## config.mk

```make
export PLATFORM = sky130hd
export DESIGN_NAME = seg_scan_display
export DESIGN_NICKNAME = d
export VERILOG_FILES = /design/src/rtl/seg_scan_display.sv
export SDC_FILE = /design/constraint.sdc
export NUM_CORES = 1
export LEC_CHECK = 0
export ABC_AREA = 0
export CAP_MARGIN = 5
export CORE_MARGIN = 5
export CORE_UTILIZATION = 52
export DETAILED_ROUTE_END_ITERATION = 16
export PLACE_DENSITY = 0.8
export SKIP_CTS_REPAIR_TIMING = 1
export SLEW_MARGIN = 30
export SYNTH_ARGS = -nofsm -noshare
export SYNTH_HDL_FRONTEND = slang
export SYNTH_SLANG_ARGS = --single-unit
export TNS_END_PERCENT = 30
```

## constraint.sdc

```tcl
create_clock -name clk -period 3.1 [get_ports clk]
set_clock_uncertainty 0.05 [all_clocks]
set_input_delay 0.31 -clock clk [delete_from_list [all_inputs] [get_ports clk]]
set_output_delay 0.31 -clock clk [all_outputs]
set_load 0.1 [all_outputs]
```

## src/rtl/seg_scan_display.sv

```systemverilog
// Multiplexed 7-segment scan driver.
// Drives DIGITS digits one slot at a time with a dead time at the start of
// each slot, hex font, per-digit decimal point, blanking and blink, plus a
// PASS/FAIL overlay that replaces every digit with a fixed glyph.
module seg_scan_display #(
    parameter int unsigned DIGITS         = 4,
    parameter int unsigned SCAN_DIV       = 270,
    parameter int unsigned DEADTIME       = 8,
    parameter int unsigned BLINK_DIV      = 25000,
    parameter logic [3:0]  PASS_CODE      = 4'h8,
    parameter logic [3:0]  FAIL_CODE      = 4'h7,
    parameter bit          SEG_ACTIVE_LOW = 1'b1,
    parameter bit          DIG_ACTIVE_LOW = 1'b1
) (
    input  logic                  clk,
    input  logic                  rst,
    input  logic [4*DIGITS-1:0]   data,
    input  logic [DIGITS-1:0]     dp_en,
    input  logic [DIGITS-1:0]     blank,
    input  logic [DIGITS-1:0]     blink_en,
    input  logic                  result_valid,
    input  logic                  result_pass,
    input  logic                  clear,
    output logic [1:0]            status,
    output logic [7:0]            smg,
    output logic [DIGITS-1:0]     dig
);

    localparam int unsigned PW = $clog2(SCAN_DIV);
    localparam int unsigned SW = (DIGITS > 1) ? $clog2(DIGITS) : 1;
    localparam int unsigned FW = (BLINK_DIV > 1) ? $clog2(BLINK_DIV) : 1;

    // Status encoding doubles as the state encoding.
    localparam logic [1:0] ST_NORMAL = 2'b00;
    localparam logic [1:0] ST_PASS   = 2'b01;
    localparam logic [1:0] ST_FAIL   = 2'b10;

    logic [PW-1:0]     presc_q, presc_d;
    logic [SW-1:0]     sel_q, sel_d;
    logic [FW-1:0]     frame_q, frame_d;
    logic              blink_q, blink_d;
    logic [1:0]        state_q, state_d;
    logic              tick, sel_last, in_dead;

    logic [3:0]        cur_nib;
    logic              cur_dp, cur_blank, cur_blink;
    logic [DIGITS-1:0] sel_oh;
    logic [DIGITS-1:0] dig_d;
    logic [7:0]        smg_d;

    // Active-high hex font, segments {g,f,e,d,c,b,a}.
    function automatic logic [6:0] hex_font(input logic [3:0] nib);
        logic [6:0] seg;
        seg = 7'h00;
        unique case (nib)
            4'h0: seg = 7'h3F;
            4'h1: seg = 7'h06;
            4'h2: seg = 7'h5B;
            4'h3: seg = 7'h4F;
            4'h4: seg = 7'h66;
            4'h5: seg = 7'h6D;
            4'h6: seg = 7'h7D;
            4'h7: seg = 7'h07;
            4'h8: seg = 7'h7F;
            4'h9: seg = 7'h6F;
            4'hA: seg = 7'h77;
            4'hB: seg = 7'h7C;
            4'hC: seg = 7'h39;
            4'hD: seg = 7'h5E;
            4'hE: seg = 7'h79;
            4'hF: seg = 7'h71;
        endcase
        return seg;
    endfunction

    // Slot timing: prescaler, digit select, frame counter and blink phase.
    always_comb begin
        tick     = (presc_q == PW'(SCAN_DIV - 1));
        sel_last = (sel_q == SW'(DIGITS - 1));
        in_dead  = (32'(presc_q) < DEADTIME);
        presc_d  = tick ? '0 : presc_q + PW'(1);
        sel_d    = sel_q;
        frame_d  = frame_q;
        blink_d  = blink_q;
        if (tick) begin
            // Explicit wrap keeps sel in range for non-power-of-2 DIGITS.
            sel_d = sel_last ? '0 : sel_q + SW'(1);
            if (sel_last) begin
                if (frame_q == FW'(BLINK_DIV - 1)) begin
                    frame_d = '0;
                    blink_d = ~blink_q;
                end else begin
                    frame_d = frame_q + FW'(1);
                end
            end
        end
    end

    // Result overlay state: a new result wins over a simultaneous clear.
    always_comb begin
        state_d = state_q;
        if (result_valid) begin
            state_d = result_pass ? ST_PASS : ST_FAIL;
        end else if (clear) begin
            state_d = ST_NORMAL;
        end
    end

    // Pick the per-digit controls of the selected digit (live inputs).
    always_comb begin
        cur_nib   = 4'h0;
        cur_dp    = 1'b0;
        cur_blank = 1'b0;
        cur_blink = 1'b0;
        sel_oh    = '0;
        for (int i = 0; i < int'(DIGITS); i++) begin
            if (sel_q == SW'(i)) begin
                cur_nib   = data[4*i +: 4];
                cur_dp    = dp_en[i];
                cur_blank = blank[i];
                cur_blink = blink_en[i];
                sel_oh[i] = 1'b1;
            end
        end
    end

    // Active-high next values for the digit enables and segments.
    always_comb begin
        dig_d = '0;
        smg_d = 8'h00;
        if (!in_dead) begin
            if (state_q == ST_PASS) begin
                dig_d = sel_oh;
                smg_d = {1'b0, hex_font(PASS_CODE)};
            end else if (state_q == ST_FAIL) begin
                dig_d = sel_oh;
                smg_d = {1'b0, hex_font(FAIL_CODE)};
            end else if (!(cur_blank || (cur_blink && blink_q))) begin
                dig_d = sel_oh;
                smg_d = {cur_dp, hex_font(cur_nib)};
            end
        end
    end

    // State registers; outputs are stored with polarity already applied.
    always_ff @(posedge clk or posedge rst) begin
        if (rst) begin
            presc_q <= '0;
            sel_q   <= '0;
            frame_q <= '0;
            blink_q <= 1'b0;
            state_q <= ST_NORMAL;
            dig     <= {DIGITS{DIG_ACTIVE_LOW}};
            smg     <= {8{SEG_ACTIVE_LOW}};
        end else begin
            presc_q <= presc_d;
            sel_q   <= sel_d;
            frame_q <= frame_d;
            blink_q <= blink_d;
            state_q <= state_d;
            dig     <= dig_d ^ {DIGITS{DIG_ACTIVE_LOW}};
            smg     <= smg_d ^ {8{SEG_ACTIVE_LOW}};
        end
    end

    assign status = state_q;

endmodule

```

==> qor.yml <==
global_route:
  grt_first_pass_wirelength_um: 9420
  grt.overflow.total: 0
  grt_pass1_vias: 2065
  antenna_found_initial: 0
  grt_usage_pct: 18.9
  grt_max_degree: 42
synth:
  yosysMostFrequentCell: "nand2_1"
  synth-xor-area-share_pct: 5.04
  synth_common_cells: "nand2_1 (30), dfrtp_1 (29), nor2_1 (19)"
  ys_types: 48
  synth_simple_gate_area_share_pct: 22.2
  synth_top_family_by_area: "simple AND/OR/NAND/NOR gates"
  synthAdderAreaFrac_pct: 6.68
  ys.flop_type: "dfrtp_1"
  synthTopCellsByArea: "dfrtp_1 (30%), dfstp_2 (13%), ha_1 (6.7%), nand2_1 (4.6%), nand3_1 (3.1%)"
  yosysSeqAreaShare_pct: 42.8
  synth_compound_area_share_pct: 19.8
  synth_top_area_share_pct: 29.8
  ys_warn_count: 0
  synth_cells: 253
  synth_area_leader_cell: "dfrtp_1"
  synth-edff-count: 0
  synthesis.area_sq_um: 2430
  synth_fp_nets: 299
  muxShareOfSynthArea_pct: 0.874
  ys_seq_elements: 41
  syn_area_per_cell_sq_um: 9.62
  synthArstFlopShare_pct: 100
clocking:
  clk_latency_ns: 0.29
  root_buffer: "clkbuf_8"
  tritoncts: "done"
  cts_buffer_depth: 2
  numCtsBuffers: 5
  htree_num_levels: 2
  clock_sinks: 41
  clk_pin_slew_ns: 0.08
setup_path:
  required_ns: 3.26
  cp_data_arrival_time_ns: 2.83
  cp-end-kind: "register"
  cp-start-kind: "register"
  path_class: "reg2reg"
  cp_max_fo: 12
placement:
  gp_congestion: 0.883
  dp_hpwl_um: 4180
  place_ws_ns: 0.348
  io_buffer_count: 46
timing:
  finalSetupViolCount: 0
  slew_violations: 0
  finalCritPeriodShare_pct: 86.1
  worst_slew_pin_slew_ns: 0.624
  setup_ws_ns: 0.432
  timing.fmax_mhz: 375
  rsz0062_at_grt: "no"
  fin_setup_tns_ns: 0
  finalHoldViolCount: 0
  min_period_ns: 2.67
  max_slew_margin_pct: 58.3
power_and_ir_drop:
  p_leak_nw: 1.24
  p_per_area_nw_per_um2: 391
  vdd_drop_max_mv: 0.202
floorplanning:
  fp.coreArea_sq_um: 4440
  io_pins: 47
  start_util_pct: 54.8
  fp.dieW_um: 78.4
  die-area_sq_um: 6150
  die_y_um: 78.4
  rows: 24
route:
  drtAntennaViolNets: 0
  drt_drc_violations_left: 0
  routed-via-count: 2067
  dr.first_iter.drc_count: 60
  wl_per_cell_um: 15.0
  firstDrtPassIters: 4
  drt-total-wl_um: 5350
  via_per_inst: 5.79
cells_and_area:
  nNetsFinal: 350
  syn2layout_area_growth_pct: 23.6
  n_fill_cell: 366
  drive_above_1_share_pct: 15.1
  n_antenna_cell: 0
job:
  cap_violations: 0
hold_path:
  hold_class: "in2async"
status:
  outcome: "completed"
metal layers:
metal  up-vias  GRT usage, %  wire, um
met5         -             0         0
met4         0          6.47        82
met3         6          3.09       316
met2        63          30.7      2500
met1       971          25.8      2450
li1       1027             -         -
area by class of cell:
class	count	area [sq um]	area share (%)
clock buffers	6	72.6	2.41
flip-flops and latches	41	1040	34.6
repair buffers	49	448	14.9
multi-input cells	198	1340	44.3
clock inverters	2	15.0	0.499
well taps	52	65.1	2.16
inverters	9	33.8	1.12
metrics by stage:
stage	util [%]	hold slack [ns]	power, W	instance area, sq um	cells
3_5_place_dp	65.7	0.415	0.000845	2920	349
2_1_floorplan	-	0.353	0.000761	2430	253
4_1_cts	67.6	0.403	0.00119	3010	357
6_report	67.7	0.390	0.00118	3010	357
3_3_place_gp	65.7	0.411	0.000845	2920	349
5_1_grt	67.7	0.467	0.00123	3010	357
final timing paths:
check	slack [ns]	end	cells past startpoint	startpoint
hold / removal	0.39	presc_q[5]	3	rst
setup / recovery	0.43	smg[3]	11	sel_q[1]
max in group asynchronous	2.24	smg[7]	3	rst
hold reg to reg	0.43	frame_q[14]	1	frame_q[14]
setup reg to reg	0.43	smg[3]	11	sel_q[1]
min in group clk	0.43	frame_q[14]	1	frame_q[14]
sequential cells by signal, summed over array words and instances, names as in the netlist:
name and count:
blink_q 1, dig 4, frame_q 15, presc_q 9, sel_q 2, smg 8, status 2
worst max-delay path, stage by stage, from the launching register on:
cell,delay (ns)
dfrtp_1,0.41
inv_1,0.10
ha_2,0.30
nand3b_1,0.14
a221oi_1,0.10
a21oi_1,0.26
inv_1,0.15
ha_1,0.24
a2111oi_0,0.39
a221oi_1,0.12
a211oi_1,0.24
a211oi_2,0.07
cell families (layout without fill, tap and decap cells):
kind of cell / after synthesis / count (layout)
adders and majority gates: 13 / 13
and+or+nand+nor: 101 / 101
DFF: 41 / 41
buffers and inverters: 14 / 66
muxes: 2 / 2
AOI/OAI and AO/OA: 68 / 68
xor gates and xnor gates: 14 / 14
where the power goes:
part / internal (W) / switching [W]
Sequential: 0.000560 / 0.00000749
Clock: 0.000159 / 0.000182
Combinational: 0.0000842 / 0.000184
layout by cell type (no fill, tap or decap), types with 3 or more instances in the layout:
| cell type | synthesis | routed |
|---|---|---|
| a41oi_1 | 3 | 3 |
| nand2_1 | 30 | 30 |
| nand2b_1 | 4 | 4 |
| o31ai_1 | 4 | 4 |
| a21oi_1 | 8 | 8 |
| a31oi_1 | 4 | 4 |
| inv_1 | 9 | 9 |
| o41ai_1 | 3 | 3 |
| nand3_1 | 15 | 15 |
| a21o_1 | 4 | 4 |
| dfstp_2 | 12 | 12 |
| nand3b_1 | 4 | 4 |
| and2_1 | 4 | 4 |
| buf_4 | 0 | 17 |
| a221oi_1 | 5 | 5 |
| a211oi_2 | 3 | 3 |
| dfrtp_1 | 29 | 29 |
| nand4_1 | 4 | 4 |
| nor2_1 | 19 | 19 |
| xor2_1 | 8 | 8 |
| clkdlybuf4s50_1 | 0 | 32 |
| o21ai_0 | 13 | 13 |
| nor2b_1 | 4 | 4 |
| xnor2_1 | 6 | 6 |
| clkbuf_8 | 0 | 5 |
| o21ai_1 | 6 | 6 |
| a211oi_1 | 3 | 3 |
| ha_1 | 13 | 11 |
| nor3_1 | 7 | 7 |
Power figures use the tool's default switching activity.
